<file path="src/rtl/decode_stage_if.sv">
// Decode-stage bus: IF/ID inputs, EX hazard info and write-back in; decoded fields and controls out.
// The slave modport is the decode stage; the master modport is whoever drives IF/EX/WB.
interface decode_stage_if #(
  parameter int DATA_W = 32
);
  logic              if_valid;
  logic [31:0]       if_instr;
  logic [DATA_W-1:0] if_pcplus4;
  logic              flush;
  logic              ex_memtoreg;
  logic [4:0]        ex_rt;
  logic              wb_we;
  logic [4:0]        wb_addr;
  logic [DATA_W-1:0] wb_data;

  logic              stall;
  logic              id_valid;
  logic [DATA_W-1:0] id_pcplus4;
  logic [DATA_W-1:0] rs_data;
  logic [DATA_W-1:0] rt_data;
  logic [4:0]        rs_addr;
  logic [4:0]        rt_addr;
  logic [4:0]        rd_addr;
  logic [4:0]        shamt;
  logic [DATA_W-1:0] imm_sext;
  logic [DATA_W-1:0] imm_zext;
  logic              reg_write;
  logic              mem_to_reg;
  logic              mem_write;
  logic              branch;
  logic              jump;
  logic              reg_dst;
  logic [5:0]        alu_op;
  logic [5:0]        alu_funct;
  logic              illegal;

  modport slave (
    input  if_valid, if_instr, if_pcplus4, flush, ex_memtoreg, ex_rt,
           wb_we, wb_addr, wb_data,
    output stall, id_valid, id_pcplus4, rs_data, rt_data, rs_addr, rt_addr,
           rd_addr, shamt, imm_sext, imm_zext, reg_write, mem_to_reg,
           mem_write, branch, jump, reg_dst, alu_op, alu_funct, illegal
  );

  modport master (
    output if_valid, if_instr, if_pcplus4, flush, ex_memtoreg, ex_rt,
           wb_we, wb_addr, wb_data,
    input  stall, id_valid, id_pcplus4, rs_data, rt_data, rs_addr, rt_addr,
           rd_addr, shamt, imm_sext, imm_zext, reg_write, mem_to_reg,
           mem_write, branch, jump, reg_dst, alu_op, alu_funct, illegal
  );
endinterface

</file>
<file path="src/rtl/decode_stage.sv">
// MIPS ID stage: IF/ID register, register file, decoder, load-use stall; outputs 0 cycles after IF/ID load, stall holds IF/ID.
// DECODE_BYPASS_EN: when defined, register reads see a same-cycle write-back (write-through).
module decode_stage #(
  parameter int DATA_W = 32,
  parameter int NREGS  = 32
) (
  input logic           CLK,
  input logic           RST_N,
  decode_stage_if.slave bus
);
  localparam int        IDX_W   = (NREGS > 1) ? $clog2(NREGS) : 1;
  localparam logic [5:0] NREGS_L = 6'(NREGS);

  localparam logic [5:0] OP_RTYPE = 6'h00;
  localparam logic [5:0] OP_J     = 6'h02;
  localparam logic [5:0] OP_JAL   = 6'h03;
  localparam logic [5:0] OP_BEQ   = 6'h04;
  localparam logic [5:0] OP_BNE   = 6'h05;
  localparam logic [5:0] OP_ADDI  = 6'h08;
  localparam logic [5:0] OP_ADDIU = 6'h09;
  localparam logic [5:0] OP_ANDI  = 6'h0C;
  localparam logic [5:0] OP_ORI   = 6'h0D;
  localparam logic [5:0] OP_XORI  = 6'h0E;
  localparam logic [5:0] OP_LW    = 6'h23;
  localparam logic [5:0] OP_SW    = 6'h2B;
  localparam logic [5:0] FN_JR    = 6'h08;

  logic              r_valid;
  logic [31:0]       r_instr;
  logic [DATA_W-1:0] r_pcplus4;
  logic [DATA_W-1:0] r_rf [NREGS];

  logic [5:0]        w_op;
  logic [5:0]        w_funct;
  logic [4:0]        w_rs;
  logic [4:0]        w_rt;
  logic              w_stall;
  logic              w_ctl_en;
  logic              w_legal;
  logic              w_rw;
  logic              w_m2r;
  logic              w_mw;
  logic              w_br;
  logic              w_jmp;
  logic              w_rdst;
  logic              w_wb_ok;
  logic [DATA_W-1:0] w_rs_data;
  logic [DATA_W-1:0] w_rt_data;

  function automatic logic in_range(input logic [4:0] a);
    return ({1'b0, a} < NREGS_L);
  endfunction

  assign w_op    = r_instr[31:26];
  assign w_funct = r_instr[5:0];
  assign w_rs    = r_instr[25:21];
  assign w_rt    = r_instr[20:16];

  // Load-use hazard: the load result is not available until after EX/MEM.
  assign w_stall  = r_valid & bus.ex_memtoreg & (bus.ex_rt != 5'd0) &
                    ((bus.ex_rt == w_rs) | (bus.ex_rt == w_rt));
  assign w_ctl_en = r_valid & ~w_stall;

  // Flush beats stall so a killed instruction can never keep itself alive.
  always_ff @(posedge CLK or negedge RST_N) begin
    if (!RST_N) begin
      r_valid   <= 1'b0;
      r_instr   <= '0;
      r_pcplus4 <= '0;
    end else if (bus.flush) begin
      r_valid   <= 1'b0;
      r_instr   <= '0;
    end else if (!w_stall) begin
      r_valid   <= bus.if_valid;
      r_instr   <= bus.if_instr;
      r_pcplus4 <= bus.if_pcplus4;
    end
  end

  assign w_wb_ok = bus.wb_we & (bus.wb_addr != 5'd0) & in_range(bus.wb_addr);

  always_ff @(posedge CLK or negedge RST_N) begin
    if (!RST_N) begin
      for (int i = 0; i < NREGS; i++) r_rf[i] <= '0;
    end else if (w_wb_ok) begin
      r_rf[bus.wb_addr[IDX_W-1:0]] <= bus.wb_data;
    end
  end

  function automatic logic [DATA_W-1:0] rf_read(input logic [4:0] a);
    logic [DATA_W-1:0] v;
    v = '0;
    if ((a != 5'd0) && in_range(a)) v = r_rf[a[IDX_W-1:0]];
`ifdef DECODE_BYPASS_EN
    if (w_wb_ok && (bus.wb_addr == a)) v = bus.wb_data;
`endif
    return v;
  endfunction

  assign w_rs_data = rf_read(w_rs);
  assign w_rt_data = rf_read(w_rt);

  always_comb begin
    w_legal = 1'b0;
    w_rw    = 1'b0;
    w_m2r   = 1'b0;
    w_mw    = 1'b0;
    w_br    = 1'b0;
    w_jmp   = 1'b0;
    w_rdst  = 1'b0;
    case (w_op)
      OP_RTYPE: begin
        case (w_funct)
          6'h20, 6'h21, 6'h22, 6'h23, 6'h24, 6'h25, 6'h26, 6'h27, 6'h2A,
          6'h00, 6'h02, 6'h03, 6'h04, 6'h06, 6'h07: begin
            w_legal = 1'b1;
            w_rw    = 1'b1;
            w_rdst  = 1'b1;
          end
          FN_JR: begin
            w_legal = 1'b1;
            w_jmp   = 1'b1;
          end
          default: w_legal = 1'b0;
        endcase
      end
      OP_LW: begin
        w_legal = 1'b1;
        w_rw    = 1'b1;
        w_m2r   = 1'b1;
      end
      OP_SW: begin
        w_legal = 1'b1;
        w_mw    = 1'b1;
      end
      OP_ADDI, OP_ADDIU, OP_ANDI, OP_ORI, OP_XORI: begin
        w_legal = 1'b1;
        w_rw    = 1'b1;
      end
      OP_BEQ, OP_BNE: begin
        w_legal = 1'b1;
        w_br    = 1'b1;
      end
      OP_J: begin
        w_legal = 1'b1;
        w_jmp   = 1'b1;
      end
      OP_JAL: begin
        w_legal = 1'b1;
        w_rw    = 1'b1;
        w_jmp   = 1'b1;
        w_rdst  = 1'b1;
      end
      default: w_legal = 1'b0;
    endcase
  end

  assign bus.stall      = w_stall;
  assign bus.id_valid   = r_valid;
  assign bus.id_pcplus4 = r_pcplus4;
  assign bus.rs_data    = w_rs_data;
  assign bus.rt_data    = w_rt_data;
  assign bus.rs_addr    = w_rs;
  assign bus.rt_addr    = w_rt;
  assign bus.rd_addr    = (w_op == OP_JAL) ? 5'd31 : r_instr[15:11];
  assign bus.shamt      = r_instr[10:6];
  assign bus.imm_sext   = DATA_W'($signed(r_instr[15:0]));
  assign bus.imm_zext   = DATA_W'(r_instr[15:0]);
  assign bus.alu_op     = w_op;
  assign bus.alu_funct  = w_funct;

  // Controls are squashed for bubbles and stalls; fields above stay decoded.
  assign bus.reg_write  = w_ctl_en & w_rw;
  assign bus.mem_to_reg = w_ctl_en & w_m2r;
  assign bus.mem_write  = w_ctl_en & w_mw;
  assign bus.branch     = w_ctl_en & w_br;
  assign bus.jump       = w_ctl_en & w_jmp;
  assign bus.reg_dst    = w_ctl_en & w_rdst;
  assign bus.illegal    = w_ctl_en & ~w_legal;
endmodule

</file>
<file path="src/flat_wrapper.sv">
// flat-port wrapper written by rule: the top's interface ports become plain ports
module decode_stage_flat 
#(
  parameter int DATA_W = 32,
  parameter int NREGS  = 32
)
  (CLK, RST_N, bus_if_valid, bus_if_instr, bus_if_pcplus4, bus_flush, bus_ex_memtoreg, bus_ex_rt, bus_wb_we, bus_wb_addr, bus_wb_data, bus_stall, bus_id_valid, bus_id_pcplus4, bus_rs_data, bus_rt_data, bus_rs_addr, bus_rt_addr, bus_rd_addr, bus_shamt, bus_imm_sext, bus_imm_zext, bus_reg_write, bus_mem_to_reg, bus_mem_write, bus_branch, bus_jump, bus_reg_dst, bus_alu_op, bus_alu_funct, bus_illegal);
  decode_stage_if #(.DATA_W(DATA_W)) bus_i ();
  input logic CLK;
  input logic RST_N;
  input wire logic [$bits(bus_i.if_valid)-1:0] bus_if_valid;
  input wire logic [$bits(bus_i.if_instr)-1:0] bus_if_instr;
  input wire logic [$bits(bus_i.if_pcplus4)-1:0] bus_if_pcplus4;
  input wire logic [$bits(bus_i.flush)-1:0] bus_flush;
  input wire logic [$bits(bus_i.ex_memtoreg)-1:0] bus_ex_memtoreg;
  input wire logic [$bits(bus_i.ex_rt)-1:0] bus_ex_rt;
  input wire logic [$bits(bus_i.wb_we)-1:0] bus_wb_we;
  input wire logic [$bits(bus_i.wb_addr)-1:0] bus_wb_addr;
  input wire logic [$bits(bus_i.wb_data)-1:0] bus_wb_data;
  output wire logic [$bits(bus_i.stall)-1:0] bus_stall;
  output wire logic [$bits(bus_i.id_valid)-1:0] bus_id_valid;
  output wire logic [$bits(bus_i.id_pcplus4)-1:0] bus_id_pcplus4;
  output wire logic [$bits(bus_i.rs_data)-1:0] bus_rs_data;
  output wire logic [$bits(bus_i.rt_data)-1:0] bus_rt_data;
  output wire logic [$bits(bus_i.rs_addr)-1:0] bus_rs_addr;
  output wire logic [$bits(bus_i.rt_addr)-1:0] bus_rt_addr;
  output wire logic [$bits(bus_i.rd_addr)-1:0] bus_rd_addr;
  output wire logic [$bits(bus_i.shamt)-1:0] bus_shamt;
  output wire logic [$bits(bus_i.imm_sext)-1:0] bus_imm_sext;
  output wire logic [$bits(bus_i.imm_zext)-1:0] bus_imm_zext;
  output wire logic [$bits(bus_i.reg_write)-1:0] bus_reg_write;
  output wire logic [$bits(bus_i.mem_to_reg)-1:0] bus_mem_to_reg;
  output wire logic [$bits(bus_i.mem_write)-1:0] bus_mem_write;
  output wire logic [$bits(bus_i.branch)-1:0] bus_branch;
  output wire logic [$bits(bus_i.jump)-1:0] bus_jump;
  output wire logic [$bits(bus_i.reg_dst)-1:0] bus_reg_dst;
  output wire logic [$bits(bus_i.alu_op)-1:0] bus_alu_op;
  output wire logic [$bits(bus_i.alu_funct)-1:0] bus_alu_funct;
  output wire logic [$bits(bus_i.illegal)-1:0] bus_illegal;
  assign bus_i.if_valid = bus_if_valid;
  assign bus_i.if_instr = bus_if_instr;
  assign bus_i.if_pcplus4 = bus_if_pcplus4;
  assign bus_i.flush = bus_flush;
  assign bus_i.ex_memtoreg = bus_ex_memtoreg;
  assign bus_i.ex_rt = bus_ex_rt;
  assign bus_i.wb_we = bus_wb_we;
  assign bus_i.wb_addr = bus_wb_addr;
  assign bus_i.wb_data = bus_wb_data;
  assign bus_stall = bus_i.stall;
  assign bus_id_valid = bus_i.id_valid;
  assign bus_id_pcplus4 = bus_i.id_pcplus4;
  assign bus_rs_data = bus_i.rs_data;
  assign bus_rt_data = bus_i.rt_data;
  assign bus_rs_addr = bus_i.rs_addr;
  assign bus_rt_addr = bus_i.rt_addr;
  assign bus_rd_addr = bus_i.rd_addr;
  assign bus_shamt = bus_i.shamt;
  assign bus_imm_sext = bus_i.imm_sext;
  assign bus_imm_zext = bus_i.imm_zext;
  assign bus_reg_write = bus_i.reg_write;
  assign bus_mem_to_reg = bus_i.mem_to_reg;
  assign bus_mem_write = bus_i.mem_write;
  assign bus_branch = bus_i.branch;
  assign bus_jump = bus_i.jump;
  assign bus_reg_dst = bus_i.reg_dst;
  assign bus_alu_op = bus_i.alu_op;
  assign bus_alu_funct = bus_i.alu_funct;
  assign bus_illegal = bus_i.illegal;
  decode_stage #(.DATA_W(DATA_W), .NREGS(NREGS)) u_core (.CLK(CLK), .RST_N(RST_N), .bus(bus_i));
endmodule
</file>
<file path="config.mk">
export PLATFORM = sky130hd
export DESIGN_NAME = decode_stage_flat
export DESIGN_NICKNAME = d
export VERILOG_FILES = /design/src/rtl/decode_stage_if.sv /design/src/rtl/decode_stage.sv /design/src/flat_wrapper.sv
export SDC_FILE = /design/constraint.sdc
export NUM_CORES = 2
export LEC_CHECK = 0
export ABC_AREA = 1
export BUFFER_PORTS_ARGS = -buffer_cell sky130_fd_sc_hd__clkbuf_2
export CAP_MARGIN = 10
export CORE_AREA = 5 5 309 613
export CTS_CLUSTER_DIAMETER = 100
export DETAILED_ROUTE_END_ITERATION = 8
export DIE_AREA = 0 0 314 618
export MAX_ROUTING_LAYER = met4
export PLACE_DENSITY = 0.56
export SYNTH_ARGS = -nofsm -noshare
export SYNTH_HDL_FRONTEND = slang
export SYNTH_SLANG_ARGS = --single-unit
</file>
<file path="constraint.sdc">
create_clock -name CLK -period 3.27 [get_ports CLK]
set_input_delay 0.654 -clock CLK [delete_from_list [all_inputs] [get_ports CLK]]
set_output_delay 0.654 -clock CLK [all_outputs]
set_load 0.01 [all_outputs]
</file>
==> flow_summary.yaml <==
layout:
  fin_area_sq_mm: 0.0752
  drive_gt1_share_pct: 15.7
  syn_to_final_growth_pct: 24.7
  nNetsFinal: 8996
  stdcell_count: 11400
critical_path:
  rr_worst_depth: 12
  path_cells: "buf_12, clkinv_16, buf_4, buf_8, buf_12, nand3_4, buf_4, buf_12, nand2_2, nor2_2, buf_6, clkbuf_8"
  worstSetupEndpointType: "output pin"
  r2r-end: "u_core.bus.id_pcplus4[29]"
  crit_required_ns: 2.62
  r2r-start: "u_core.r_instr[16]"
  cp_num_buf_inv: 9
  crit_cells: 12
  crit_path_frequent_cell: "buf_12"
  worstSetupStartpointType: "flop"
  worstSetupPathType: "reg2out"
  crit_family: "buffers and inverters"
  crit_arrival_ns: 2.88
  slowest_delay_ns: 0.50
  cpMaxStageDelayCell: "dfrtp_4"
  rrSetupSlack_ns: 0.38
  crit_fanout: 7
synthesis:
  synth_area_sq_mm: 0.0603
  synth-seq-cells: 1089
  synth_common_cells: "3,175 x nand2_1, 1,421 x nand3_1, 1,089 x dfrtp_1, 855 x nor2_1, 664 x a21oi_1"
  yosysUniqueCellTypes: 25
  yosys_warnings: 0
  synthArstFlopShare_pct: 100
  yosys.area.top_type: "dfrtp_1"
  yosysMostFrequentCell: "nand2_1"
  avgSynthCellArea_sq_um: 6.84
  synthTopCellsByArea: "dfrtp_1 45%, nand2_1 20%, nand3_1 12%, a21oi_1 5.5%, nor2_1 5.3%"
  yosysSeqAreaShare_pct: 45.2
  synth_edf_count: 0
  syn-instance-count: 8823
  yosysTopAreaCellShare_pct: 45.2
  ys.flop_type: "dfrtp_1"
timing:
  hold_violations: 0
  setup_viol: 71
  min_period_ns: 3.53
  finClkSkew_ns: 0.0194
  drv_slew: 0
  rsz0062_at_grt: "yes"
  finalCritPeriodShare_pct: 108
  max_freq_ghz: 0.283
  whs_ns: 0.139
  setup_slack_ns: -0.260
  worst_pin_slew_ns: 1.20
  relSlewSlack_pct: 20.0
drt:
  drtIter0Drc: 7725
  dr.pass1.iters: 8
  drt_wl_total_microns: 287000
  drc_errors: 0
  wl_per_cell_microns: 25.3
  vias_per_cell: 5.69
  dr_total_vias: 64600
  ant_nets: 0
floorplanning:
  die_x_microns: 314
  die_h_microns: 618
  die_area_sq_mm: 0.194
  start_util_pct: 32.8
  core-area_sq_mm: 0.184
  io_pins: 313
  rows: 223
placed_design:
  place_inst: 11000
  hpwlAfterDp_microns: 154000
  globalplace.congestion: 0.900
  port_buffers: 296
  placed_area_sq_mm: 0.0653
  place_ws_ns: 0.188
clock_tree:
  cts_tree: "yes"
  cts-buffers-inserted: 106
  htreeDepth: 3
  clockRootBuffer: "clkbuf_16"
  clockBufferDepth: 3
  clk_pin_slew_ns: 0.07
  cts_sinks: 1089
  clk-insertion-delay-late_ns: 0.74
power_and_ir_drop:
  cellLeakagePower_nw: 35.3
  max-vdd-ir-drop_mv: 0.435
  power_density_mw_per_mm2: 563
  total_power_w: 0.0424
hold_path:
  hold_depth: 3
  min_to: "u_core.bus.id_valid"
  min_from: "bus_if_valid"
  hold_class: "in2reg"
run_status:
  status: "finished, violations left"
  violations: "setup timing"
run:
  maxCapViolations: 0
global_route:
  grt_pass1_wl_microns: 408000
  antenna_found_initial: 18
  grt_max_degree: 94
  overflow: 0
  track_usage_pct: 28.5
  first_global_vias: 61700
[metrics by stage]
stage	util (%)	TNS, ns
finish	40.8	-12.25
CTS	39.3	-11.83
global placement	35.5	0
floorplan	-	0
global route	40.8	-16.72
detailed placement	35.5	0
[area by class of cell]
class	count	area [sq um]
inverter	176	772
tap	2362	2960
timing repair buffer	761	9590
clock inverter	29	342
timing repair inverter	5	80.1
fill	18800	109000
sequential	1089	27300
multi-input combinational	6745	30900
clock buffer	169	3270
antenna	19	47.5
[where the power goes]
part	total (W)	internal, W	switching, W	leakage [nW]
Sequential	0.0186	0.0163	0.00230	13.4
Combinational	0.0106	0.00428	0.00637	20.1
Clock	0.0132	0.00726	0.00590	1.76
Total	0.0424	0.0278	0.0146	35.3
[how the worst max path moves through the flow]
stage	startpoint	endpoint	slack, ns
3_5_place_dp	u_core.r_instr[21]	bus_rs_data[2]	0.19
6_report	u_core.r_instr[16]	bus_rt_data[4]	-0.26
5_1_grt	u_core.r_instr[21]	bus_rs_data[19]	-0.35
3_3_place_gp	u_core.r_instr[21]	bus_rs_data[2]	0.14
4_1_cts	u_core.r_instr[16]	bus_rt_data[22]	-0.27
2_1_floorplan	u_core.r_instr[16]	bus_rt_data[26]	0.88
[cell usage in the layout, fill, tap and decap left out, types with 131 or more instances in the layout]
master        n
a21oi_1     658
buf_12      131
buf_4       150
clkbuf_16   149
clkbuf_2    255
dfrtp_1    1079
inv_1       142
nand2_1    3028
nand3_1    1261
nand3_2     155
nor2_1      743
o21ai_0     478
[layer usage]
metal	part of all wire (%)	wire length (microns)	vias up	track usage [%]
li1	-	-	28700	-
met1	36	104000	31000	33.3
met2	46	132000	3876	45.3
met3	9.4	26800	1059	5.43
met4	8.3	23700	0	18.0
met5	0	0	-	-
[worst reg2reg max path, cell delays in order (launching register included)]
cell     delay [ns]
dfrtp_4        0.54
buf_16         0.19
buf_16         0.21
xor2_2         0.15
nor2_1         0.06
nand3_1        0.11
nand2_4        0.15
nand2_4        0.15
buf_4          0.65
nand2_1        0.17
buf_4          0.26
nand2_1        0.08
nand2_1        0.05
[cells by family after synthesis]
| group | count (synthesis) | share of synthesized area, % |
|---|---|---|
| buffers and inverters | 1004 | 6.96 |
| AOI/OAI and AO/OA | 1211 | 10.3 |
| other | 1 | 0.00622 |
| DFF | 1089 | 45.2 |
| xor gates and xnor gates | 3 | 0.0436 |
| and+or+nand+nor | 5515 | 37.6 |
[registers in the layout, summed over array words and instances (netlist names)]
register and count:
u_core.r_rf 1024, u_core.bus.id_pcplus4 32, u_core.r_instr 32, u_core.bus.id_valid 1
[what timing repair did]
| item | 4_1_cts | 5_1_grt |
|---|---|---|
| pin swaps | 54 | 153 |
| hold buffers | 1 | 0 |
| resized for setup | 331 | 436 |
| endpoints found under the hold margin | 14 | 0 |
| buffers inserted | 53 | 45 |
| endpoints found under the setup margin | 72 | 72 |
| cloned | 55 | 45 |
Power figures use the tool's default switching activity.
